<file path="src/rtl/imm_gen_pipe_if.sv">
// imm_gen_pipe_if -- handshake/data bundle for imm_gen_pipe.
//
//   in_valid/in_ready/inst/in_tag  : instruction input (fetch side)
//   out_valid/out_ready            : result handshake (execute side)
//   imm/imm_type/out_inst/out_tag  : head-of-queue result fields
//   illegal                        : head opcode unsupported (0 unless enabled)
//
// master = the environment driving instructions and consuming results,
// slave  = the immediate generator itself.
interface imm_gen_pipe_if #(
    parameter int XLEN  = 32,
    parameter int TAG_W = 32
);
    logic             in_valid;
    logic             in_ready;
    logic [31:0]      inst;
    logic [TAG_W-1:0] in_tag;
    logic             out_valid;
    logic             out_ready;
    logic [XLEN-1:0]  imm;
    logic [3:0]       imm_type;
    logic [31:0]      out_inst;
    logic [TAG_W-1:0] out_tag;
    logic             illegal;

    modport master (
        output in_valid, inst, in_tag, out_ready,
        input  in_ready, out_valid, imm, imm_type, out_inst, out_tag, illegal
    );

    modport slave (
        input  in_valid, inst, in_tag, out_ready,
        output in_ready, out_valid, imm, imm_type, out_inst, out_tag, illegal
    );
endinterface

</file>
<file path="src/rtl/imm_gen_pipe.sv">
// imm_gen_pipe -- registered RV32I/RV64I immediate generator with an
// elastic output FIFO.
//
// Ports:
//   clk    : clock, all state on rising edge
//   rst    : asynchronous active-high reset, discards all entries
//   flush  : synchronous; empties the queue, drops a same-cycle push
//   bus    : imm_gen_pipe_if.slave (instruction in, immediate/result out)
//
// Parameters: XLEN (32 or 64), TAG_W (sideband tag width),
//             DEPTH (FIFO entries, power of two, >= 2).
//
// Optional feature: define IMM_ILLEGAL_EN to store and report a per-entry
// illegal-opcode flag; otherwise bus.illegal is tied 0.
module imm_gen_pipe #(
    parameter int XLEN  = 32,
    parameter int TAG_W = 32,
    parameter int DEPTH = 2
) (
    input  logic        clk,
    input  logic        rst,
    input  logic        flush,
    imm_gen_pipe_if.slave bus
);
    localparam int PW = $clog2(DEPTH);

    localparam logic [6:0] OP_LUI   = 7'b0110111;
    localparam logic [6:0] OP_AUIPC = 7'b0010111;
    localparam logic [6:0] OP_JAL   = 7'b1101111;
    localparam logic [6:0] OP_JALR  = 7'b1100111;
    localparam logic [6:0] OP_STORE = 7'b0100011;
    localparam logic [6:0] OP_LOAD  = 7'b0000011;
    localparam logic [6:0] OP_ALUI  = 7'b0010011;
    localparam logic [6:0] OP_BR    = 7'b1100011;

    localparam logic [3:0] T_LUI   = 4'd0;
    localparam logic [3:0] T_AUIPC = 4'd1;
    localparam logic [3:0] T_JAL   = 4'd2;
    localparam logic [3:0] T_JALR  = 4'd3;
    localparam logic [3:0] T_S     = 4'd4;
    localparam logic [3:0] T_LOAD  = 4'd5;
    localparam logic [3:0] T_ALUI  = 4'd6;
    localparam logic [3:0] T_B     = 4'd7;
    localparam logic [3:0] T_NONE  = 4'd8;

    typedef struct packed {
        logic [XLEN-1:0]  imm;
        logic [3:0]       typ;
        logic [31:0]      inst;
        logic [TAG_W-1:0] tag;
`ifdef IMM_ILLEGAL_EN
        logic             ill;
`endif
    } entry_t;

    // Every format is first assembled as a signed 32-bit value, then
    // widened here; for XLEN=64 bit 31 fills the upper word.
    function automatic logic [XLEN-1:0] sext32(input logic [31:0] v);
        logic [XLEN-1:0] r;
        r       = {XLEN{v[31]}};
        r[31:0] = v;
        return r;
    endfunction

    function automatic logic [XLEN-1:0] shamt(input logic [31:0] i);
        logic [XLEN-1:0] r;
        r = '0;
        if (XLEN == 64) r[5:0] = i[25:20];
        else            r[4:0] = i[24:20];
        return r;
    endfunction

    // ---------------- decode ----------------
    entry_t      din;
    logic [31:0] in_i;
    assign in_i = bus.inst;

    always_comb begin
        din      = '0;
        din.inst = in_i;
        din.tag  = bus.in_tag;
        din.typ  = T_NONE;
        case (in_i[6:0])
            OP_LUI: begin
                din.typ = T_LUI;
                din.imm = sext32({in_i[31:12], 12'b0});
            end
            OP_AUIPC: begin
                din.typ = T_AUIPC;
                din.imm = sext32({in_i[31:12], 12'b0});
            end
            OP_JAL: begin
                din.typ = T_JAL;
                din.imm = sext32({{11{in_i[31]}}, in_i[31], in_i[19:12],
                                  in_i[20], in_i[30:21], 1'b0});
            end
            OP_JALR: begin
                din.typ = T_JALR;
                din.imm = sext32({{20{in_i[31]}}, in_i[31:20]});
            end
            OP_LOAD: begin
                din.typ = T_LOAD;
                din.imm = sext32({{20{in_i[31]}}, in_i[31:20]});
            end
            OP_STORE: begin
                din.typ = T_S;
                din.imm = sext32({{20{in_i[31]}}, in_i[31:25], in_i[11:7]});
            end
            OP_BR: begin
                din.typ = T_B;
                din.imm = sext32({{19{in_i[31]}}, in_i[31], in_i[7],
                                  in_i[30:25], in_i[11:8], 1'b0});
            end
            OP_ALUI: begin
                din.typ = T_ALUI;
                // slli/srli/srai carry an unsigned shift amount, not an imm12
                if (in_i[13:12] == 2'b01) din.imm = shamt(in_i);
                else                      din.imm = sext32({{20{in_i[31]}}, in_i[31:20]});
            end
            default: begin
                din.typ = T_NONE;
                din.imm = '0;
            end
        endcase
`ifdef IMM_ILLEGAL_EN
        din.ill = (din.typ == T_NONE) || (in_i[1:0] != 2'b11);
`endif
    end

    // ---------------- FIFO ----------------
    logic [PW:0] wr_ptr, rd_ptr, count;
    entry_t      mem [DEPTH];
    entry_t      head;
    logic        push, pop, not_empty;

    assign not_empty    = (count != '0);
    // Ready comes from registered count only: no comb path from out_ready.
    assign bus.in_ready = (count != (PW+1)'(DEPTH));
    assign push         = bus.in_valid && bus.in_ready && !flush;
    assign pop          = not_empty && bus.out_ready && !flush;

    always_ff @(posedge clk or posedge rst) begin
        if (rst) begin
            wr_ptr <= '0;
            rd_ptr <= '0;
            count  <= '0;
        end else if (flush) begin
            wr_ptr <= '0;
            rd_ptr <= '0;
            count  <= '0;
        end else begin
            if (push) wr_ptr <= wr_ptr + (PW+1)'(1);
            if (pop)  rd_ptr <= rd_ptr + (PW+1)'(1);
            case ({push, pop})
                2'b10:   count <= count + (PW+1)'(1);
                2'b01:   count <= count - (PW+1)'(1);
                default: count <= count;
            endcase
        end
    end

    // Payload storage needs no reset: outputs are masked while empty.
    always_ff @(posedge clk) begin
        if (push) mem[wr_ptr[PW-1:0]] <= din;
    end

    assign head = not_empty ? mem[rd_ptr[PW-1:0]] : '0;

    assign bus.out_valid = not_empty;
    assign bus.imm       = head.imm;
    assign bus.imm_type  = head.typ;
    assign bus.out_inst  = head.inst;
    assign bus.out_tag   = head.tag;
`ifdef IMM_ILLEGAL_EN
    assign bus.illegal   = head.ill;
`else
    assign bus.illegal   = 1'b0;
`endif
endmodule

</file>
<file path="src/flat_wrapper.sv">
// flat-port wrapper written by rule: the top's interface ports become plain ports
module imm_gen_pipe_flat 
#(
    parameter int XLEN  = 32,
    parameter int TAG_W = 32,
    parameter int DEPTH = 2
)
  (clk, rst, flush, bus_in_valid, bus_inst, bus_in_tag, bus_out_ready, bus_in_ready, bus_out_valid, bus_imm, bus_imm_type, bus_out_inst, bus_out_tag, bus_illegal);
  imm_gen_pipe_if #(.XLEN(XLEN), .TAG_W(TAG_W)) bus_i ();
  input  logic clk;
  input  logic rst;
  input  logic flush;
  input wire logic [$bits(bus_i.in_valid)-1:0] bus_in_valid;
  input wire logic [$bits(bus_i.inst)-1:0] bus_inst;
  input wire logic [$bits(bus_i.in_tag)-1:0] bus_in_tag;
  input wire logic [$bits(bus_i.out_ready)-1:0] bus_out_ready;
  output wire logic [$bits(bus_i.in_ready)-1:0] bus_in_ready;
  output wire logic [$bits(bus_i.out_valid)-1:0] bus_out_valid;
  output wire logic [$bits(bus_i.imm)-1:0] bus_imm;
  output wire logic [$bits(bus_i.imm_type)-1:0] bus_imm_type;
  output wire logic [$bits(bus_i.out_inst)-1:0] bus_out_inst;
  output wire logic [$bits(bus_i.out_tag)-1:0] bus_out_tag;
  output wire logic [$bits(bus_i.illegal)-1:0] bus_illegal;
  assign bus_i.in_valid = bus_in_valid;
  assign bus_i.inst = bus_inst;
  assign bus_i.in_tag = bus_in_tag;
  assign bus_i.out_ready = bus_out_ready;
  assign bus_in_ready = bus_i.in_ready;
  assign bus_out_valid = bus_i.out_valid;
  assign bus_imm = bus_i.imm;
  assign bus_imm_type = bus_i.imm_type;
  assign bus_out_inst = bus_i.out_inst;
  assign bus_out_tag = bus_i.out_tag;
  assign bus_illegal = bus_i.illegal;
  imm_gen_pipe #(.XLEN(XLEN), .TAG_W(TAG_W), .DEPTH(DEPTH)) u_core (.clk(clk), .rst(rst), .flush(flush), .bus(bus_i));
endmodule
</file>
<file path="config.mk">
export PLATFORM = sky130hd
export DESIGN_NAME = imm_gen_pipe_flat
export DESIGN_NICKNAME = d
export VERILOG_FILES = /design/src/rtl/imm_gen_pipe_if.sv /design/src/rtl/imm_gen_pipe.sv /design/src/flat_wrapper.sv
export SDC_FILE = /design/constraint.sdc
export NUM_CORES = 1
export LEC_CHECK = 0
export CAP_MARGIN = 10
export CORE_MARGIN = 4
export CORE_UTILIZATION = 51
export DETAILED_ROUTE_END_ITERATION = 10
export HOLD_SLACK_MARGIN = 0.08
export PLACE_DENSITY = 0.85
export SLEW_MARGIN = 20
export SYNTH_ARGS = -nofsm -noshare
export SYNTH_HDL_FRONTEND = slang
export SYNTH_SLANG_ARGS = --single-unit
</file>
<file path="constraint.sdc">
create_clock -name clk -period 11.1 [get_ports clk]
set_clock_uncertainty 0.2 [all_clocks]
set_input_delay 1.665 -clock clk [delete_from_list [all_inputs] [get_ports clk]]
set_output_delay 1.665 -clock clk [all_outputs]
set_load 0.1 [all_outputs]
</file>
# --- Yosys cells after proc, flatten, opt, wreduce, memory -nomap -nowiden ---
# Memories as Yosys holds them, arrays and structs flattened.
# Cells that the tools add are included.
totals:
  register_bits: 6
  latchBits: 0
  ram_bits: 200
  romBits: 0
  in_bits: 69
  output_inout_bits: 103
  wordCells: 40
  n_memories: 1
memory_table:
  columns: ["memory", "depth", "word_bits", "rd", "rd_clocked_by_memory_dff", "write_ports", "line", "source"]
  rows:
  - ["u_core.mem", 2, 100, 1, 0, 1, "imm_gen_pipe.sv:132", "entry_t mem [DEPTH];"]
classes:
  addsub: 4
  mul: 0
  n_div: 0
  order_cmp: 0
  n_eq_ne: 12
  n_shift: 0
  mux: 11
  bitwise_logic: 0
  n_reduce_logical: 9
ops:
  columns: ["cell", "count"]
  rows:
  - ["$pmux W36 S8", 1]
  - ["$mux W100", 1]
  - ["$mux W32", 1]
  - ["$eq A7 B7 Y1 const B", 3]
  - ["$eq A7 B5 Y1 const B", 2]
  - ["$eq A7 B6 Y1 const B", 2]
  - ["$mux W2", 5]
  - ["$eq A7 B2 Y1 const B", 1]
  - ["$add A2 B1 Y2 const B", 3]
  - ["$reduce_bool A2 Y1", 3]
  - ["$eq A2 B1 Y1 const B", 2]
  - ["$logic_and A1 B1 Y1", 4]
  - ["$pmux W2 S2", 1]
  - ["$reduce_bool A3 Y1", 1]
  - ["$eq A2 B2 Y1 const B", 1]
  - ["$mux W1", 2]
  - ["$ne A2 B2 Y1 const B", 1]
  - ["$sub A2 B1 Y2 const B", 1]
  - ["$logic_not A1 Y1", 1]

# --- Logic depth before layout (Yosys ltp) ---
depth:
  word_depth: 6
  mapped_depth: 6
  ltp_nobuf: 5

# --- Worst setup path after synthesis ---
# No wires, ideal clock.
synth_timing:
  path_kind: "input to register"
  startpoint: "input bus_in_valid"
  endpoint: "memory u_core.mem[1][0] (netlist bit), enable pin"
  setup_time_ns: 0.702
  arrival_ns: 9.085
  required_time_ns: 10.198
  setup_slack_ns: 1.113
  cell_stages: 2
  path_buffers: 0
  path_cell_list: "nand2_1 > nor3b_1"
synth_via:
  elab_chain_cells: 4
synth_lines:
  columns: ["element", "line", "source"]
  rows:
  - ["start: declaration", "flat_wrapper.sv:13", "input wire logic [$bits(bus_i.in_valid)-1:0] bus_in_valid;"]
  - ["$logic_and A1 B1 Y1 (2 in series)", "imm_gen_pipe.sv:139", "assign push = bus.in_valid && bus.in_ready && !flush;"]
  - ["$mux W1", "imm_gen_pipe.sv:164", "if (push) mem[wr_ptr[PW-1:0]] <= din;"]
  - ["$mux W1 (implied by the code)", "imm_gen_pipe.sv:164", null]
  - ["end: declaration", "imm_gen_pipe.sv:132", null]
# Every way passes these cells.

# --- Worst setup path in the final report ---
layout_timing:
  startpoint: "register u_core.rd_ptr[0]"
  endpoint: "output bus_imm[11]"
layout_via:
  elab_chain_cells: 2
layout_lines:
  columns: ["element", "line", "source"]
  rows:
  - ["start: declaration", "imm_gen_pipe.sv:131", "logic [PW:0] wr_ptr, rd_ptr, count;"]
  - ["start signal: assignment", "imm_gen_pipe.sv:153", "if (pop) rd_ptr <= rd_ptr + (PW+1)'(1);"]
  - ["$mem_v2 Z2 W100", null, null]
  - ["$mux W100", "imm_gen_pipe.sv:167", "assign head = not_empty ? mem[rd_ptr[PW-1:0]] : '0;"]
  - ["end: declaration", "flat_wrapper.sv:19", "output wire logic [$bits(bus_i.imm)-1:0] bus_imm;"]
# Every way passes these cells.

==> results.yml <==
route:
  drtIter0Drc: 349
  via_count: 4933
  viasPerCell: 5.32
  wire_per_inst_um: 18.6
  ant_nets: 0
  dr_wl_met2_um: 8620
  wl_met1_um: 7120
  routed_wl_um: 17300
  drtPass1Iterations: 5
  remaining_drc_errors: 0
  top_layer_used: "met4"
  wl_met3_um: 1360
worst_setup_path:
  crit_type: "reg2out"
  slowest_delay_ns: 1.18
  startpoint: "u_core.rd_ptr[0]"
  crit_end: "bus_imm[11]"
  ff2ff_setup_slack_ns: 8.23
  worst_setup_path_start_kind: "flop"
  critical_path_arrival_ns: 3.95
  worstPathMaxFanout: 55
  reg2reg_to: "u_core.mem[1][23]"
  required_ns: 9.24
  reg2reg_from: "u_core.count[0]"
  slowest_stage: "clkdlybuf4s50_1"
  worstPathCellList: "buf_4 > mux2i_1 > nor2_1 > clkdlybuf4s50_1"
  endpoint_kind: "primary output"
  reg2reg_depth: 5
min_path:
  min_from: "u_core.wr_ptr[0]"
  hold_depth: 2
  min_path_type: "reg2reg"
logic_synthesis:
  synth-edff-count: 200
  synth.distinct_cells: 45
  syn_inst: 528
  yosysTopAreaCellShare_pct: 72.2
  yosys.area.top_type: "edfxtp_1"
  synth_area_mm2: 0.00832
  synth_area_per_cell_um2: 15.7
  yosys_warnings: 0
  synthFlopType: "edfxtp_1"
  synthArstFlopShare_pct: 1.96
  ys_ff_latch: 204
  syn_nets: 597
  synthTopCellsByArea: "edfxtp_1 (72%), mux2i_1 (12%), nor2_1 (5.0%), a21o_1 (1.7%), dfrtp_1 (1.2%)"
  ys_seq_area_share_pct: 73.4
floorplan:
  die-area_mm2: 0.0184
  dieWidth_um: 136
  die_h_um: 136
  io_pins: 172
  core_region_area_mm2: 0.0159
  rows: 46
  start_util_pct: 52.2
global_route:
  grt_usage_pct: 18.3
  antenna_found_initial: 0
  grt_pass1_vias: 5182
  grt-ovfl-total: 0
  grt_pass1_wl_um: 26800
  grt_max_degree: 102
sta:
  tns_ns: 0
  slew_headroom_pct: 24.1
  finalHoldViolations: 0
  min_period_over_period_pct: 52.4
  setup_viol: 0
  grt_setup_unrepaired: "false"
  max_freq_mhz: 172
  drv_slew: 0
  setup_slack_ns: 5.28
  min_period_ns: 5.82
  tightest_slew_ns: 1.14
clock_network:
  clock_path_buffers: 3
  cts-root-buf: "clkbuf_16"
  cts.htree.levels: 1
  postCtsHoldBufs: 0
  cts_made_buffers: 21
  path_clk_slew_ns: 0.06
  cts.repair.resized: 0
  tritoncts: "yes"
  postCtsSetupRepairBufs: 0
  clock_latency_ns: 0.47
  clock-sinks: 204
cells_and_area:
  seq_area_mm2: 0.00611
  multi_input_area_mm2: 0.00210
  area_growth_pct: 30.2
  final_common_cell: "edfxtp_1"
  n_antenna_cell: 0
  mostFrequentLayoutCells: "edfxtp_1 (200), clkdlybuf4s50_1 (170), nor2_1 (110), mux2i_1 (101), clkbuf_16 (21)"
  nets: 769
  nFillCells: 1092
  drive_above_1_share_pct: 7.30
status:
  run_status: "completed"
place:
  portBuffers: 170
  post-place-ws_ns: 5.81
  place_hpwl_um: 10900
  gp_congestion: 0.810
pwr:
  p_sw_uw: 603
  power_frac_seq_pct: 46.2
  power.switching_fraction_pct: 31.1
  p_clk_share_pct: 31.5
  p_leak_nw: 3.76
  p_int_mw: 1.34
  comb_power_share_pct: 22.3
  peakVddDrop_mv: 0.129
  p_per_area_mw_per_mm2: 179
job:
  cap_violations: 0
worst max-delay path, delay by kind of cell, from the launching register on:
| kind | cells | cell delay (ns) |
|---|---|---|
| buffers and inverters | 2 | 1.95 |
| DFF | 1 | 1.06 |
| muxes | 1 | 0.19 |
| and+or+nand+nor | 1 | 0.20 |
state kept, by name, indices dropped and copies added (netlist names):
name	flops
u_core.count	2
u_core.mem	200
u_core.rd_ptr	1
u_core.wr_ptr	1
worst min-delay path by stage:
stage / end
2_1_floorplan: u_core.wr_ptr[0]
3_3_place_gp: u_core.wr_ptr[0]
3_5_place_dp: u_core.wr_ptr[0]
4_1_cts: u_core.wr_ptr[0]
5_1_grt: u_core.wr_ptr[0]
6_report: u_core.wr_ptr[0]
power by group through the flow:
| stage | Combinational (mW) | Clock (mW) | Sequential (mW) |
|---|---|---|---|
| 2_1_floorplan | 0.326 | 0 | 0.908 |
| 3_3_place_gp | 0.428 | 0 | 0.911 |
| 3_5_place_dp | 0.432 | 0 | 0.912 |
| 4_1_cts | 0.434 | 0.623 | 0.896 |
| 5_1_grt | 0.448 | 0.657 | 0.899 |
| 6_report | 0.432 | 0.610 | 0.896 |
cells in the mapped netlist (3+ instances only):
master    number
a22o_1         4
and2_1         6
dfrtp_1        4
inv_1          3
edfxtp_1     200
buf_2         10
nand2b_1       3
clkbuf_1      13
mux2i_1      101
nor2_1       111
a21oi_1        3
nand2_1        7
a21o_1        19
nor3_1         3
nor3b_1        4
nand3b_1       3
per-layer routing:
metal | up-vias | global-route usage (%)
li1 | 2302 | -
met5 | - | 0
met2 | 199 | 32.0
met3 | 16 | 4.64
met4 | 0 | 3.42
met1 | 2416 | 23.6
area by class of cell:
class / count / share of cell area [%]
clock inverter: 11 / 0.520
timing repair buffer: 176 / 16.1
tap: 216 / 2.50
multi-input combinational: 294 / 19.4
inverter: 3 / 0.104
clock buffer: 24 / 4.96
sequential: 204 / 56.4
logic make-up after synthesis:
| group | share of synthesized area (%) |
|---|---|
| AO/OA/AOI/OAI | 3.94 |
| other | 0.0451 |
| AND/OR/NAND/NOR | 8.37 |
| flip-flops | 73.4 |
| multiplexers | 12.2 |
| buffers and inverters | 1.75 |
| XOR/XNOR | 0.316 |
metrics by stage:
| step | hold slack, ns | util, % | cells | power [mW] | area (um^2) |
|---|---|---|---|---|---|
| floorplan | 0.319 | - | 528 | 1.23 | 8320 |
| global placement | 0.355 | 64.1 | 893 | 1.34 | 10200 |
| detailed placement | 0.363 | 64.2 | 893 | 1.34 | 10200 |
| CTS | 0.381 | 67.9 | 928 | 1.95 | 10800 |
| global route | 0.434 | 67.9 | 928 | 2.00 | 10800 |
| finish | 0.383 | 67.9 | 928 | 1.94 | 10800 |
Note: power is estimated with default switching activity, not from simulation.
